$ cat config.mk
export PLATFORM = sky130hd
export DESIGN_NAME = regfile_mp_sb
export DESIGN_NICKNAME = d
export VERILOG_FILES = /design/src/rtl/regfile_mp_sb.sv
export SDC_FILE = /design/constraint.sdc
export NUM_CORES = 2
export LEC_CHECK = 0
export CORE_ASPECT_RATIO = 2
export CORE_UTILIZATION = 55
export DETAILED_ROUTE_END_ITERATION = 8
export PLACE_DENSITY = 0.72
export SETUP_SLACK_MARGIN = 0.1
export SLEW_MARGIN = 30
export SYNTH_ARGS = -nofsm -noshare
export SYNTH_HDL_FRONTEND = slang
export SYNTH_SLANG_ARGS = --single-unit
$ cat constraint.sdc
create_clock -name Clk -period 81.4 [get_ports Clk]
set_input_delay 20.35 -clock Clk [delete_from_list [all_inputs] [get_ports Clk]]
set_output_delay 20.35 -clock Clk [all_outputs]
set_load 0.005 [all_outputs]
$ cat src/rtl/regfile_mp_sb.sv
// Multi-port register file with two write ports, write-first bypass and a
// per-register busy scoreboard for RAW hazard detection.
module regfile_mp_sb #(
  parameter int DATA_W   = 32,
  parameter int ADDR_W   = 5,
  parameter int NUM_RD   = 2,
  parameter int ZERO_REG = 1,
  parameter int BYPASS   = 1
) (
  input  logic                       Clk,
  input  logic                       Reset,
  input  logic                       Wr_En_A,
  input  logic [ADDR_W-1:0]          Wr_Addr_A,
  input  logic [DATA_W-1:0]          Wr_Data_A,
  input  logic                       Wr_En_B,
  input  logic [ADDR_W-1:0]          Wr_Addr_B,
  input  logic [DATA_W-1:0]          Wr_Data_B,
  input  logic [NUM_RD*ADDR_W-1:0]   Rd_Addr,
  output logic [NUM_RD*DATA_W-1:0]   Rd_Data,
  output logic [NUM_RD-1:0]          Rd_Busy,
  input  logic                       Busy_Set,
  input  logic [ADDR_W-1:0]          Busy_Set_Addr,
  input  logic [ADDR_W-1:0]          Dbg_Addr,
  output logic [DATA_W-1:0]          Dbg_Data,
  output logic                       Busy_Any
);

  localparam int DEPTH = 2**ADDR_W;

  if (NUM_RD < 1 || NUM_RD > 4) begin : g_bad_num_rd
    $error("regfile_mp_sb: NUM_RD must be in 1..4");
  end

  logic [DATA_W-1:0] mem [DEPTH];
  logic [DEPTH-1:0]  busy;
  logic [DEPTH-1:0]  busy_next;
  logic              wr_ok_a;
  logic              wr_ok_b;
  logic              set_ok;

  // Register 0 is hard-wired when ZERO_REG is set: writes and busy marks are dropped.
  assign wr_ok_a = Wr_En_A  && !(ZERO_REG != 0 && Wr_Addr_A     == '0);
  assign wr_ok_b = Wr_En_B  && !(ZERO_REG != 0 && Wr_Addr_B     == '0);
  assign set_ok  = Busy_Set && !(ZERO_REG != 0 && Busy_Set_Addr == '0);

  // NOTE: every variable in always_comb gets a default first, so no latch is inferred.
  always_comb begin
    busy_next = busy;
    if (wr_ok_a) busy_next[Wr_Addr_A] = 1'b0;
    if (wr_ok_b) busy_next[Wr_Addr_B] = 1'b0;
    // A new producer issued alongside a writeback keeps the register busy.
    if (set_ok)  busy_next[Busy_Set_Addr] = 1'b1;
  end

  // NOTE: the storage array is reset as a whole because reset must clear architectural
  // state; the later non-blocking write to the same entry (port B) wins.
  always_ff @(posedge Clk or posedge Reset) begin
    if (Reset) begin
      for (int i = 0; i < DEPTH; i++) mem[i] <= '0;
    end else begin
      if (wr_ok_a) mem[Wr_Addr_A] <= Wr_Data_A;
      if (wr_ok_b) mem[Wr_Addr_B] <= Wr_Data_B;
    end
  end

  always_ff @(posedge Clk or posedge Reset) begin
    if (Reset) busy <= '0;
    else       busy <= busy_next;
  end

  for (genvar i = 0; i < NUM_RD; i++) begin : g_rd
    logic [ADDR_W-1:0] addr;
    logic              hit_a;
    logic              hit_b;
    logic [DATA_W-1:0] data;

    assign addr  = Rd_Addr[i*ADDR_W +: ADDR_W];
    assign hit_a = Wr_En_A && (Wr_Addr_A == addr);
    assign hit_b = Wr_En_B && (Wr_Addr_B == addr);

    always_comb begin
      data = mem[addr];
      if (BYPASS != 0) begin
        if (hit_b)      data = Wr_Data_B;
        else if (hit_a) data = Wr_Data_A;
      end
      if (ZERO_REG != 0 && addr == '0) data = '0;
    end

    assign Rd_Data[i*DATA_W +: DATA_W] = data;
    // A writeback landing this cycle resolves the hazard when its data is forwarded.
    assign Rd_Busy[i] = busy[addr] && !(BYPASS != 0 && (hit_a || hit_b));
  end

  assign Dbg_Data = mem[Dbg_Addr];
  assign Busy_Any = |busy;

endmodule
Word level (Yosys, flattened, before mapping)

Index checks and enable logic that the tools add are counted.

Muxes and demuxes: 36
Bitwise gates (word level): 10
Order comparisons: 15
Eq/ne operators: 4
Reductions and logical operators: 27

Operators with widths:

| operator                                                                     | number |
|---|---|
| 1024-bit bitwise mux                                                         | 2 |
| 1024-bit two-way mux                                                         | 2 |
| 32-bit two-way mux                                                           | 17 |
| 32-bit binary-select mux with 5-bit select                                   | 3 |
| 32-bit demux with 5-bit select                                               | 2 |
| 32-bit bitwise AND                                                           | 2 |
| 32-bit NOT                                                                   | 2 |
| 32-bit OR                                                                    | 1 |
| 32-bit OR reduction                                                          | 1 |
| 6-bit >= comparator, second input constant                                   | 5 |
| 5-bit by 6-bit less-than comparator with 1-bit output, second input constant | 5 |
| 5-bit NOT with 6-bit output                                                  | 5 |
| 5-bit zero test                                                              | 5 |
| 5-bit equality test                                                          | 4 |
| 1-bit demux with 5-bit select                                                | 3 |
| 5-bit by 1-bit >= comparator with 1-bit output, second input constant        | 3 |
| 1-bit logical AND                                                            | 14 |
| 6-bit by 1-bit less-than comparator with 1-bit output, second input constant | 2 |
| 1-bit binary-select mux with 5-bit select                                    | 2 |
| 1-bit zero test                                                              | 5 |
| 1-bit two-way mux                                                            | 5 |
| 1-bit logical OR                                                             | 2 |

Input port bits: 99
Word-level logic and storage cells: 125
Output and inout port bits: 99
Register bits: 1056

Logic depth before layout (Yosys ltp)

Depth after elaboration: 11
Mapped depth: 10
Depth with buffers taken out: 5

Worst setup path after synthesis

Ideal clock, no wire load.

Path kind: input -> output
Start point: input Dbg_Addr[0]
End point: output Dbg_Data[0]
Arrival time: 22.304 ns
Setup slack: 38.746 ns
Data required time: 61.050 ns
Stages: 5
Path buffers: 2
Cell sequence: clkbuf_1 -> buf_1 -> mux4_2 -> mux4_2 -> mux2_2

Cells in the longest elaborated chain, start to end: 4

Ends and longest elaborated chain:

| element                                               | RTL line | source |
|---|---|---|
| start: declaration                                    | 23       | `input logic [ADDR_W-1:0] Dbg_Addr,` |
| 5-bit NOT with 6-bit output (not written as such)     | 95       | `assign Dbg_Data = mem[Dbg_Addr];` |
| 32-bit binary-select mux with 5-bit select            | 95       |  |
| 32-bit two-way mux (not written as such) (2 in a row) | 95       |  |
| end: declaration                                      | 24       | `output logic [DATA_W-1:0] Dbg_Data,` |

No other way between the ends. The select of a mux whose other input is x is not followed.

Worst setup path after layout

Start point: input Wr_Addr_A[3]
End point: output Rd_Data[34]

Cells in the longest elaborated chain, start to end: 5

Ends and longest elaborated chain:

| element             | RTL line | source |
|---|---|---|
| start: declaration  | 13       | `input logic [ADDR_W-1:0] Wr_Addr_A,` |
| 5-bit equality test | 78       | `assign hit_a = Wr_En_A && (Wr_Addr_A == addr);` |
| 1-bit logical AND   | 78       |  |
| 32-bit two-way mux  | 85       | `else if (hit_a) data = Wr_Data_A;` |
| 32-bit two-way mux  | 84       | `if (hit_b) data = Wr_Data_B;` |
| 32-bit two-way mux  | 87       | `if (ZERO_REG != 0 && addr == '0) data = '0;` |
| end: declaration    | 19       | `output logic [NUM_RD*DATA_W-1:0] Rd_Data,` |

No other way between the ends.

==> metrics <==
Worst Hold Launch mem[1014]; internal power around 1.3 mW; vias per cell around 7.8; met1 GRT Util 0.546; Clk pwr share 0.263; met3 Usage GRT 0.201; Final Cycle Share 0.560; Die Ht ~530 µm; final hold vios 0; Setup TNS 0 ns; cts bufs inserted 98; die span in x ~260 µm; reg2reg start mem[725]; Final HPWL DP 187000 µm; crit end category primary output; Sequential Area ~0.026 mm²; CP max stage delay roughly 1.1 ns; share of cells above drive strength 1 0.199; row count between 150 and 200; area growth from synthesis to layout 8.34%; Max-Cap Viols 0; vias in the first global route between 60000 and 70000; Post-synth EDFFs 0; reg-to-reg setup timing slack about 81 ns; Yosys cell types between 50 and 60; Max VDD drop slightly above 20 µV; area of the multi-input gates 0.0453 mm²; busiest grt layer met2; slew at the pin with the worst max-slew slack 1.20 ns; number of synthesized register bits about 1100; HP Class reg2reg; mapped cell area ~0.075 mm²; sequential area share after synthesis 0.351; CTS sink cnt roughly 1100; top cells by count, synth dfrtp_1 (1056), nor2_1 (1047), a21oi_1 (992), mux2i_1 (923), mux4_2 (801); detailed-route via count 67000; TritonCTS clock tree built; Synth Area in XOR/XNOR 0.00233; DRC 0; reg2reg end mem[725]; wire per inst around 38 µm; CTS max path bufs 3; Post-Synth Adder-Cell Area 0; gr ovfl total 0; RePlAce Congestion a little under 1; leakage 32.7 nW; pre-CTS setup slack between 30 and 40 ns; Worst Clk Skew 0 ns; critical path arrival roughly 25 ns; antenna violations before repair 18; Starting Density 0.555; final total power roughly 1.9 mW; R2R depth 2; post-synthesis mux area share 0.374; startpoint types input pin; post-cts resize count 0; gr usage total 0.476; CTS Hold Bufs 0; largest family of logic cells by synthesized area multiplexers; average cell area after synthesis roughly 10 µm²; Layout fillers ~11000; final WL roughly 330000 µm; post-synthesis compound-gate area fraction 0.127; Clk Latency, worst-skew pair 0.76 ns; Comb pwr share 0.321; CTS H-tree lvls 3; io pins ~200; Warnings, synthesis 0; slew margin rel. 0.200; post-synthesis simple-gate area fraction 0.0891; Buf+Inv Stages, Crit Path 4; Post-Syn Instances a little over 7000; fin. max-slew vios 0; first-iteration detailed-routing DRC count approximately 11000; Psw approximately 650 µW; number of nets with antenna violations after detailed routing 0; fraction of registers with async set/reset 1.00; largest net degree at the start of global routing 168; crit path max fanout 32; RSZ-0062 raised after global routing false; Period minus WS final around 46 ns; final setup fails 0; sw frac 0.336; met2 usage in global routing 0.676; cell taking the most area after synthesis dfrtp_1; CP max-delay cell clkdlybuf4s50_1; post-CTS setup buffer count 0; first-pass GRT wire length 470000 µm; Pre-antenna DRT Iters 9; achievable frequency ~0.022 GHz; critical path cell sequence clkdlybuf4s50_1 -> xnor2_1 -> nand4_1 -> buf_4 -> or2_2 -> nand3b_1 -> buf_4 -> o32ai_1 -> clkdlybuf4s50_1; setup ws final 35.78 ns; share of the synthesized area in the top cell type 0.351; Root Driver clkbuf_16; most common cell in the synthesized netlist dfrtp_1; status finished clean; dominant cells by area after synthesis dfrtp_1 (35%), mux4_2 (24%), mux2i_1 (12%); required time of the critical path ~61 ns; category of the most critical setup path in2out; CTS clock-pin slew for the worst setup and hold paths approximately 0.07 ns; die area ~0.14 mm²; Reg power frac 0.416; Worst Hold Endpoint mem[1014]; Hold Path Cell Cnt 0; Synthesized Nets 7296; Main synth FF type dfrtp_1; PD cells between 20 and 25 mW/mm²; IO buf count slightly below 200; Nets around 7000; core area 0.136 mm²; Top delay family on crit path buffers and inverters
## stage by stage
step / hold slack, ns / std cells / util / instance area, µm²
floorplan: 0.458 / 7197 / - / 75300
detailed placement: 0.406 / 8406 / 0.575 / 77900
finish: 0.424 / 8608 / 0.602 / 81500
global route: 0.430 / 8591 / 0.601 / 81500
CTS: 0.421 / 8584 / 0.600 / 81300
global placement: 0.393 / 8393 / 0.572 / 77500
## kinds of logic after synthesis
| family | count (synthesis) |
|---|---|
| buffers and inverters | 1003 |
| AND/OR/NAND/NOR | 1643 |
| multiplexers | 1803 |
| XOR/XNOR | 20 |
| AO/OA/AOI/OAI | 1672 |
| flip-flops | 1056 |
## power by group through the flow
stage          Clock, mW  Sequential [mW]  Combinational [mW]
2_1_floorplan          0            0.758               0.451
3_3_place_gp           0            0.794               0.586
3_5_place_dp           0            0.809               0.605
4_1_cts            0.507            0.800               0.607
5_1_grt            0.523            0.822               0.654
6_report           0.509            0.807               0.621
## state kept, by name (all words and copies together) (netlist names)
register  count
busy         32
mem        1024
## cell type report
type | instances | share of cell area
Clock buffer | 136 | 0.0345
Antenna cell | 19 | 0.000583
Multi-Input combinational cell | 5138 | 0.555
Tap cell | 1737 | 0.0267
Sequential cell | 1056 | 0.324
Clock inverter | 42 | 0.00692
Inverter | 72 | 0.00344
Timing Repair Buffer | 408 | 0.0486
## routing by layer
layer	share of wire	vias to the layer above
met5	0.00023	-
met4	0.12	8
met3	0.16	2310
met2	0.42	6547
met1	0.30	32200
li1	-	25900
## placed cells by master, fill, tap and decap left out, types with 28 or more instances in the layout
cell type / n
a32oi_1: 65
o21ai_1: 87
nor2_1: 1033
o32ai_1: 36
nand2b_1: 59
o21ai_0: 243
a221oi_1: 77
nor3_1: 51
inv_1: 54
dfrtp_1: 1056
a21oi_1: 992
clkbuf_16: 99
mux2i_1: 923
mux4_2: 801
mux2_2: 79
a32o_1: 28
clkdlybuf4s50_1: 180
buf_4: 176
nand2_1: 339
## worst max-delay path by stage
stage	to	start	slack, ns	cells after the start
after floorplan	busy[0]	Reset	31.33	1
after global placement	Dbg_Data[19]	Dbg_Addr[0]	35.51	8
after detailed placement	Dbg_Data[14]	Dbg_Addr[0]	35.48	8
after CTS	Dbg_Data[14]	Dbg_Addr[0]	35.47	8
after global routing	Rd_Data[34]	Wr_Addr_A[3]	35.83	9
final	Rd_Data[34]	Wr_Addr_A[3]	35.78	9
Note: power is estimated with default switching activity, not from simulation.
